`config.mk`:
```
export PLATFORM = sky130hd
export DESIGN_NAME = uart_frame_deframer
export DESIGN_NICKNAME = d
export VERILOG_FILES = /design/src/rtl/uart_frame_deframer.sv
export SDC_FILE = /design/constraint.sdc
export NUM_CORES = 1
export LEC_CHECK = 0
export CORE_AREA = 2 2 234 236
export CTS_CLUSTER_DIAMETER = 50
export CTS_CLUSTER_SIZE = 28
export DETAILED_ROUTE_END_ITERATION = 16
export DIE_AREA = 0 0 236 238
export MAX_ROUTING_LAYER = met4
export PLACE_DENSITY_LB_ADDON = 0.12
export SLEW_MARGIN = 15
export SYNTH_ARGS = -nofsm -noshare
export SYNTH_HDL_FRONTEND = slang
export SYNTH_SLANG_ARGS = --single-unit
```
`constraint.sdc`:
```
create_clock -name clk -period 4.55 [get_ports clk]
set_clock_uncertainty 0.1 [all_clocks]
set_input_delay 0.91 -clock clk [delete_from_list [all_inputs] [get_ports clk]]
set_output_delay 0.91 -clock clk [all_outputs]
set_load 0.03 [all_outputs]
```
`src/rtl/uart_frame_deframer.sv`:
```
// Sync-hunting frame deframer: captures a fixed-length payload plus an additive
// checksum and releases the payload over valid/ready only when the checksum matches.
module uart_frame_deframer #(
  parameter int unsigned FRAME_LEN      = 64,
  parameter logic [7:0]  SYNC_BYTE      = 8'hA5,
  parameter int unsigned TIMEOUT_CYCLES = 50000
) (
  input  logic       clk,
  input  logic       rst,
  input  logic [7:0] rx_data,
  input  logic       rx_valid,
  output logic [7:0] out_data,
  output logic       out_valid,
  input  logic       out_ready,
  output logic       out_last,
  output logic       frame_ok,
  output logic       frame_err,
  output logic [1:0] err_code,
  output logic       overrun,
  output logic       busy
);

  localparam int unsigned      IDX_W     = $clog2(FRAME_LEN);
  localparam int unsigned      TMR_W     = $clog2(TIMEOUT_CYCLES);
  localparam logic [IDX_W-1:0] LAST_IDX  = IDX_W'(FRAME_LEN - 1);
  localparam logic [IDX_W-1:0] IDX_ONE   = IDX_W'(1);
  localparam logic [TMR_W-1:0] TMR_LIMIT = TMR_W'(TIMEOUT_CYCLES - 1);
  localparam logic [TMR_W-1:0] TMR_ONE   = TMR_W'(1);

  typedef enum logic [1:0] {
    S_HUNT,
    S_PAYLOAD,
    S_CHECK,
    S_DRAIN
  } state_e;

  typedef enum logic [1:0] {
    ERR_NONE    = 2'b00,
    ERR_CSUM    = 2'b01,
    ERR_TIMEOUT = 2'b10
  } err_e;

  state_e           state_q;
  err_e             err_code_q;
  logic [IDX_W-1:0] wr_idx_q;
  logic [IDX_W-1:0] rd_idx_q;
  logic [TMR_W-1:0] timer_q;
  logic [7:0]       sum_q;
  logic [7:0]       out_data_q;
  logic             out_valid_q;
  logic             out_last_q;
  logic             frame_ok_q;
  logic             frame_err_q;
  logic             overrun_q;

  logic [7:0]       mem_q [FRAME_LEN];
  logic             wr_en;
  logic [IDX_W-1:0] rd_next;
  logic             tmo_hit;

  assign wr_en   = (state_q == S_PAYLOAD) && rx_valid;
  assign rd_next = rd_idx_q + IDX_ONE;
  assign tmo_hit = !rx_valid && (timer_q == TMR_LIMIT);

  // NOTE: the payload store has no reset so it can map onto plain RAM; its
  // contents are only read after a full frame has overwritten every entry.
  always_ff @(posedge clk) begin
    if (wr_en) begin
      mem_q[wr_idx_q] <= rx_data;
    end
  end

  always_ff @(posedge clk or posedge rst) begin
    if (rst) begin
      state_q     <= S_HUNT;
      err_code_q  <= ERR_NONE;
      wr_idx_q    <= '0;
      rd_idx_q    <= '0;
      timer_q     <= '0;
      sum_q       <= '0;
      out_data_q  <= '0;
      out_valid_q <= 1'b0;
      out_last_q  <= 1'b0;
      frame_ok_q  <= 1'b0;
      frame_err_q <= 1'b0;
      overrun_q   <= 1'b0;
    end else begin
      // NOTE: status strobes default low here so each one lasts exactly one cycle.
      frame_ok_q  <= 1'b0;
      frame_err_q <= 1'b0;
      overrun_q   <= 1'b0;
      unique case (state_q)
        S_HUNT: begin
          if (rx_valid && (rx_data == SYNC_BYTE)) begin
            state_q  <= S_PAYLOAD;
            wr_idx_q <= '0;
            sum_q    <= '0;
            timer_q  <= '0;
          end
        end

        S_PAYLOAD: begin
          if (rx_valid) begin
            sum_q   <= sum_q + rx_data;
            timer_q <= '0;
            if (wr_idx_q == LAST_IDX) begin
              state_q <= S_CHECK;
            end else begin
              wr_idx_q <= wr_idx_q + IDX_ONE;
            end
          end else if (tmo_hit) begin
            state_q     <= S_HUNT;
            frame_err_q <= 1'b1;
            err_code_q  <= ERR_TIMEOUT;
          end else begin
            timer_q <= timer_q + TMR_ONE;
          end
        end

        S_CHECK: begin
          if (rx_valid) begin
            timer_q <= '0;
            if (rx_data == sum_q) begin
              // Prefetch the first byte so out_valid rises on the first DRAIN cycle.
              state_q     <= S_DRAIN;
              frame_ok_q  <= 1'b1;
              rd_idx_q    <= '0;
              out_data_q  <= mem_q[0];
              out_valid_q <= 1'b1;
              out_last_q  <= 1'b0;
            end else begin
              state_q     <= S_HUNT;
              frame_err_q <= 1'b1;
              err_code_q  <= ERR_CSUM;
            end
          end else if (tmo_hit) begin
            state_q     <= S_HUNT;
            frame_err_q <= 1'b1;
            err_code_q  <= ERR_TIMEOUT;
          end else begin
            timer_q <= timer_q + TMR_ONE;
          end
        end

        S_DRAIN: begin
          overrun_q <= rx_valid;
          if (out_ready) begin
            if (rd_idx_q == LAST_IDX) begin
              state_q     <= S_HUNT;
              out_valid_q <= 1'b0;
              out_last_q  <= 1'b0;
            end else begin
              rd_idx_q   <= rd_next;
              out_data_q <= mem_q[rd_next];
              out_last_q <= (rd_next == LAST_IDX);
            end
          end
        end
      endcase
    end
  end

  assign out_data  = out_data_q;
  assign out_valid = out_valid_q;
  assign out_last  = out_last_q;
  assign frame_ok  = frame_ok_q;
  assign frame_err = frame_err_q;
  assign err_code  = err_code_q;
  assign overrun   = overrun_q;
  assign busy      = (state_q != S_HUNT);

endmodule

```
==> results_dict.tcl, run 1 <==
set metrics [dict create \
    outcome "complete, no violations" \
    drive_gt1_share_pct 27.60 \
    cp_top_family "buffers and inverters" \
    final_common_cell "edfxtp_1" \
    place.detailed.hpwl_um 33940 \
    post_cts_buffers 0 \
    synth-async-reset-ratio_pct 9.381 \
    met3_length_um 3072 \
    antenna_found_initial 2 \
    syn_area_sq_um 22810 \
    cts_tree "yes" \
    port_buffers 27 \
    maxCapViolCount 0 \
    final_nets 1306 \
    dieArea_sq_um 56170 \
    wire_per_inst_um 27.20 \
    fillers 4381 \
    wl_um 54820 \
    finalSetupTns_ps 0 \
    routed_via_density 5.697 \
    detail-route-antenna-nets 0 \
    mostFrequentLayoutCells "edfxtp_1 (512), mux4_2 (160), nor2_1 (88)" \
    cpPeakStageDelay_ps 700 \
    hold_viol 0 \
    fmax_ghz 0.3054 \
    drtIter0Drc 1304 \
    final.hold.worst_slack_ps 392.4 \
    slew_violations 0 \
    critPathCaptureType "output pin" \
    grt_pass1_wl_um 80870 \
    drt-met1-wl_um 24870 \
    placed_cell_area_sq_um 24370 \
    start_kind "flop" \
    avgSynthCellArea_sq_um 19.50 \
    ys.warnings.count 0 \
    cts_root_buffer "clkbuf_16" \
    synth_fp_nets 1198 \
    route.met2.wl_um 25810 \
    worstMarginPinSlew_ps 944.5 \
    synth.distinct_cells 56 \
    die_w_um 236 \
    synth-main-ff-cell "edfxtp_1" \
    drc 0 \
    rsz0062_at_grt "no" \
    cp_slowest_cell "clkdlybuf4s50_1" \
    ys_seq_area_share_pct 73.20 \
    grt_max_degree 91 \
    cp_num_buf_inv 3 \
    synthCells 1170 \
    cts.sinks 565 \
    initial_core_util_pct 42.65 \
    final_util_pct 48.97 \
    p_leak_nw 8.615 \
    dr_total_vias 11480 \
    gp_congestion 0.8036 \
    cts_buffers 51 \
    ys_ff_latch 565 \
    antenna_cells 0 \
    grt_pass1_vias 11440 \
    cp_cell_sequence "inv_1 -> ha_1 -> inv_1 -> clkdlybuf4s50_1" \
    clk_latency_ps 600 \
    path_clk_slew_ps 70 \
    top_layer_used "met4" \
    fin_crit_sh_pct 71.97 \
    synth_edf_count 512 \
    hp-class "flop to flop" \
    cts_buffer_depth 3 \
    firstDrtPassIters 7 \
    critical_path_class "flop to output pin" \
    die_y_um 238 \
    ir_drop_uv 471.6 \
    grtUsageTotal_pct 20.62 \
    htree_levels 2 \
    fp-row-count 85 \
    grt_overflow 0 \
    syn_to_final_growth_pct 14.84 \
    cp_common_cell "inv_1" \
    power_density_nw_per_um2 573.6 \
    core-area_sq_um 53500 \
    regArea_sq_um 16700 \
    relSlewSlack_pct 36.94 \
    crit_required_ps 3540 \
    finalInstanceArea_sq_um 26200 \
    multi_input_area_sq_um 5831 \
    ctsResizeCount 0 \
    critPathMaxFanout 5 \
    num_io_pins 28 \
    setup_viol 0 \
    arrival_ps 2260 \
    min_period_ps 3275 \
    cts_hold_buffers 0 \
]
-- Yosys cell counts (all sizes together), types with 4 or more instances --
cell type	number	area share, %
edfxtp	512	67
mux4	160	16
nor2	88	1.4
nand2	55	0.90
dfrtp	53	5.8
o21ai	47	1.0
clkbuf	35	0.58
a21oi	29	0.65
buf	22	0.60
nand3	20	0.44
inv	16	0.26
ha	15	0.82
nor3b	10	0.33
mux2i	9	0.39
mux2	8	0.39
xnor2	7	0.27
and3	6	0.16
o31ai	6	0.20
or3	6	0.16
xor2	6	0.23
a22o	5	0.19
a21o	4	0.13
nor2b	4	0.11
o21bai	4	0.13
or2	4	0.11
or4	4	0.15
-- sequential cells by signal (all words and copies together), names as in the netlist --
register   flops
out_valid      1
rd_idx_q       6
overrun        1
frame_err      1
sum_q          8
mem_q        512
err_code       2
wr_idx_q       6
frame_ok       1
out_data       8
out_last       1
state_q        2
timer_q       16
-- cell type report --
class                           count  share of cell area (%)
Clock buffer                       60                   5.315
Clock inverter                     34                   1.657
Inverter                           16                  0.2292
Multi-Input combinational cell    532                   22.26
Sequential cell                   565                   63.76
Tap cell                          696                   3.324
Timing Repair Buffer              112                   3.458
-- per-layer routing --
layer	track usage, %	up-vias
li1	-	4974
met1	29.80	6096
met2	30.98	333
met3	3.563	77
met4	4.555	0
met5	-	-
-- cell families after synthesis --
kind of cell,share of synthesized area [%]
compound gates,2.857
xor+xnor,0.4991
simple gates,4.503
flops,73.20
fa+ha+maj,0.9104
mux,16.58
buf+inv,1.442
-- worst paths after layout --
check	from	to	slack [ps]	cells after the start
max	state_q[0]	busy	1280	4
min	sum_q[2]	sum_q[2]	390	2
max reg2reg	rd_idx_q[0]	out_data[2]	1310	8
min reg2reg	sum_q[2]	sum_q[2]	390	2
max in group asynchronous	rst	sum_q[5]	2860	3
min in group asynchronous	rst	out_data[6]	690	2
-- power by group --
part           leakage [nW]  internal, W  switching, W
Sequential             5.30      0.00582      0.000165
Combinational          2.42      0.00203       0.00236
Clock                 0.892      0.00260       0.00205
Total                  8.62       0.0104       0.00458
-- worst reg2reg max path: stages (launching register included) --
cell     delay (ps)
dfrtp_4         460
inv_1           100
ha_4            500
buf_12          370
mux4_2          500
mux4_2          560
mux2_2          330
o21ai_1         140
o21ai_1          70
-- metrics by stage --
stage	power, W	setup WS, ps	std cells
global placement	0.01055	845.1	1921
floorplan	0.009100	1281	1170
CTS	0.01521	1195	2015
finish	0.01503	1275	2015
detailed placement	0.01056	835.8	1921
global route	0.01567	1183	2015
Note: power is estimated with default switching activity, not from simulation.
==> run 2, diff against run 1 <==
==> constraint.sdc (replaced) <==
create_clock -name clk -period 3.41 [get_ports clk]
set_clock_uncertainty 0.1 [all_clocks]
set_input_delay 0.682 -clock clk [delete_from_list [all_inputs] [get_ports clk]]
set_output_delay 0.682 -clock clk [all_outputs]
set_load 0.03 [all_outputs]
==> results_dict.tcl, run 2 (synthesized netlist as in run 1, its figures left out) <==
set metrics [dict create \
    drive_gt1_share_pct 29.87 \
    critPathCaptureType "flop" \
    cts_buffer_depth 3 \
    antenna_found_initial 1 \
    post_cts_buffers 0 \
    dr_total_vias 11530 \
    cts_hold_buffers 0 \
    drtIter0Drc 1079 \
    ir_drop_uv 445.7 \
    drc 0 \
    final_common_cell "edfxtp_1" \
    grt_max_degree 67 \
    relSlewSlack_pct 41.73 \
    critical_path_class "flop to flop" \
    port_buffers 27 \
    fillers 4370 \
    crit_required_ps 3810 \
    maxCapViolCount 0 \
    core-area_sq_um 53500 \
    antenna_cells 0 \
    p_clk_share_pct 29.4 \
    fin_crit_sh_pct 88.61 \
    ctsResizeCount 0 \
    p_sw_w 0.006213 \
    regArea_sq_um 16700 \
    finalSetupTns_ps 0 \
    intPower_w 0.01362 \
    fin_cells 2052 \
    htree_levels 2 \
    arrival_ps 3420 \
    num_io_pins 28 \
    outcome "complete, no violations" \
    seqPwrFrac_pct 40.2 \
    wl_um 54870 \
    fmax_ghz 0.3310 \
    dp_cells 1959 \
    routed_via_density 5.618 \
    start_kind "flop" \
    setup_viol 0 \
    final_nets 1343 \
    grtUsageTotal_pct 20.44 \
    cts_buffers 50 \
    gp_congestion 0.8058 \
    setup_ws_ps 388.5 \
    largest_reg_flops 512 \
    multi_input_area_sq_um 5831 \
    dpl_worst_slack_ps 111.0 \
    min_period_ps 3021 \
    cts_root_buffer "clkbuf_16" \
    hp-class "flop to flop" \
    initial_core_util_pct 42.65 \
    hold_viol 0 \
    wire_per_inst_um 26.74 \
    largestRegisters "mem_q: 512 flops, timer_q: 16 flops" \
    cts_tree "yes" \
    firstDrtPassIters 7 \
    worstMarginPinSlew_ps 874.1 \
    grt_pass1_vias 11400 \
    slew_violations 0 \
    syn_to_final_growth_pct 15.67 \
    critPathMaxFanout 32 \
    mostFrequentLayoutCells "edfxtp_1 (512), mux4_2 (160), buf_4 (117)" \
    path_clk_slew_ps 70 \
    power_density_nw_per_um2 751.6 \
    place.detailed.hpwl_um 34970 \
    fp-row-count 85 \
    grt_pass1_wl_um 79940 \
    switching_share_pct 31.32 \
    p_comb_share_pct 30.4 \
    p_leak_nw 8.762 \
    grt_overflow 0 \
    dieArea_sq_um 56170 \
    die_w_um 236 \
    detail-route-antenna-nets 0 \
    clk_latency_ps 610 \
    regMostFlops "mem_q" \
    cts.sinks 565 \
    die_y_um 238 \
    r2r_slack_ps 390 \
    rsz0062_at_grt "no" \
]
==> run 2: changes by cell type in the layout (fill, tap and decap cells not counted), sizes merged <==
cell and delta:
buf +38, inv +9, bufinv -5, clkbuf -5, clkinv -1, clkinvlp +1
==> run 2: path summary, 6_finish.rpt <==
kind / startpoint / end / cells past startpoint
setup / recovery: rd_idx_q[0] / out_data[7] / 9
hold / removal: sum_q[0] / sum_q[0] / 2
setup reg to reg: rd_idx_q[0] / out_data[7] / 9
hold reg to reg: sum_q[0] / sum_q[0] / 2
max in group asynchronous: rst / timer_q[4] / 3
min in group asynchronous: rst / timer_q[14] / 2
==> run 2: cell type report <==
class                      count  share of cell area [%]
tap                          696                   3.300
inverter                      16                  0.2276
clock inverter                38                   1.366
clock buffer                  55                   5.054
timing repair buffer         150                   4.656
sequential                   565                   63.30
multi-input combinational    532                   22.09
==> run 2: power groups by stage <==
stage / Combinational, W / Clock, W / Sequential, W
floorplan: 0.00403 / 0 / 0.00811
global placement: 0.00614 / 0 / 0.00813
detailed placement: 0.00615 / 0 / 0.00813
CTS: 0.00617 / 0.00596 / 0.00798
global route: 0.00646 / 0.00621 / 0.00801
finish: 0.00603 / 0.00583 / 0.00798
==> run 2: layer usage <==
layer	share of wire, %	global-route usage [%]	routed length, um
met5	0	-	0
met1	46	29.57	25270
met2	47	30.79	25740
met3	5.0	3.181	2731
met4	2.0	4.883	1124
==> run 2: worst max-delay path, stage by stage, from the launching register on <==
cell and delay (ps):
dfrtp_4 490, inv_1 110, ha_4 360, buf_4 450, mux4_2 450, mux4_2 540
mux2i_1 150, nand2_1 60, o21ai_1 70, o21ai_1 60
==> run 2: through the flow <==
step	total power (W)	hold slack, ps	util, %	cell area, sq um
floorplan	0.01214	352.6	-	22810
global placement	0.01427	368.6	46.16	24690
detailed placement	0.01428	377.1	46.16	24690
CTS	0.02011	393.0	49.33	26390
global route	0.02068	429.7	49.33	26390
finish	0.01983	386.6	49.33	26390
==> run 3, diff against run 2 <==
--- a/config.mk
+++ b/config.mk
@@ -12,6 +12,7 @@
 export DIE_AREA = 0 0 236 238
 export MAX_ROUTING_LAYER = met4
 export PLACE_DENSITY_LB_ADDON = 0.12
+export SKIP_LAST_GASP = 1
 export SLEW_MARGIN = 15
 export SYNTH_ARGS = -nofsm -noshare
 export SYNTH_HDL_FRONTEND = slang
==> results of run 3 <==
The final DEF is identical to that of run 2; final timing and power are the same.
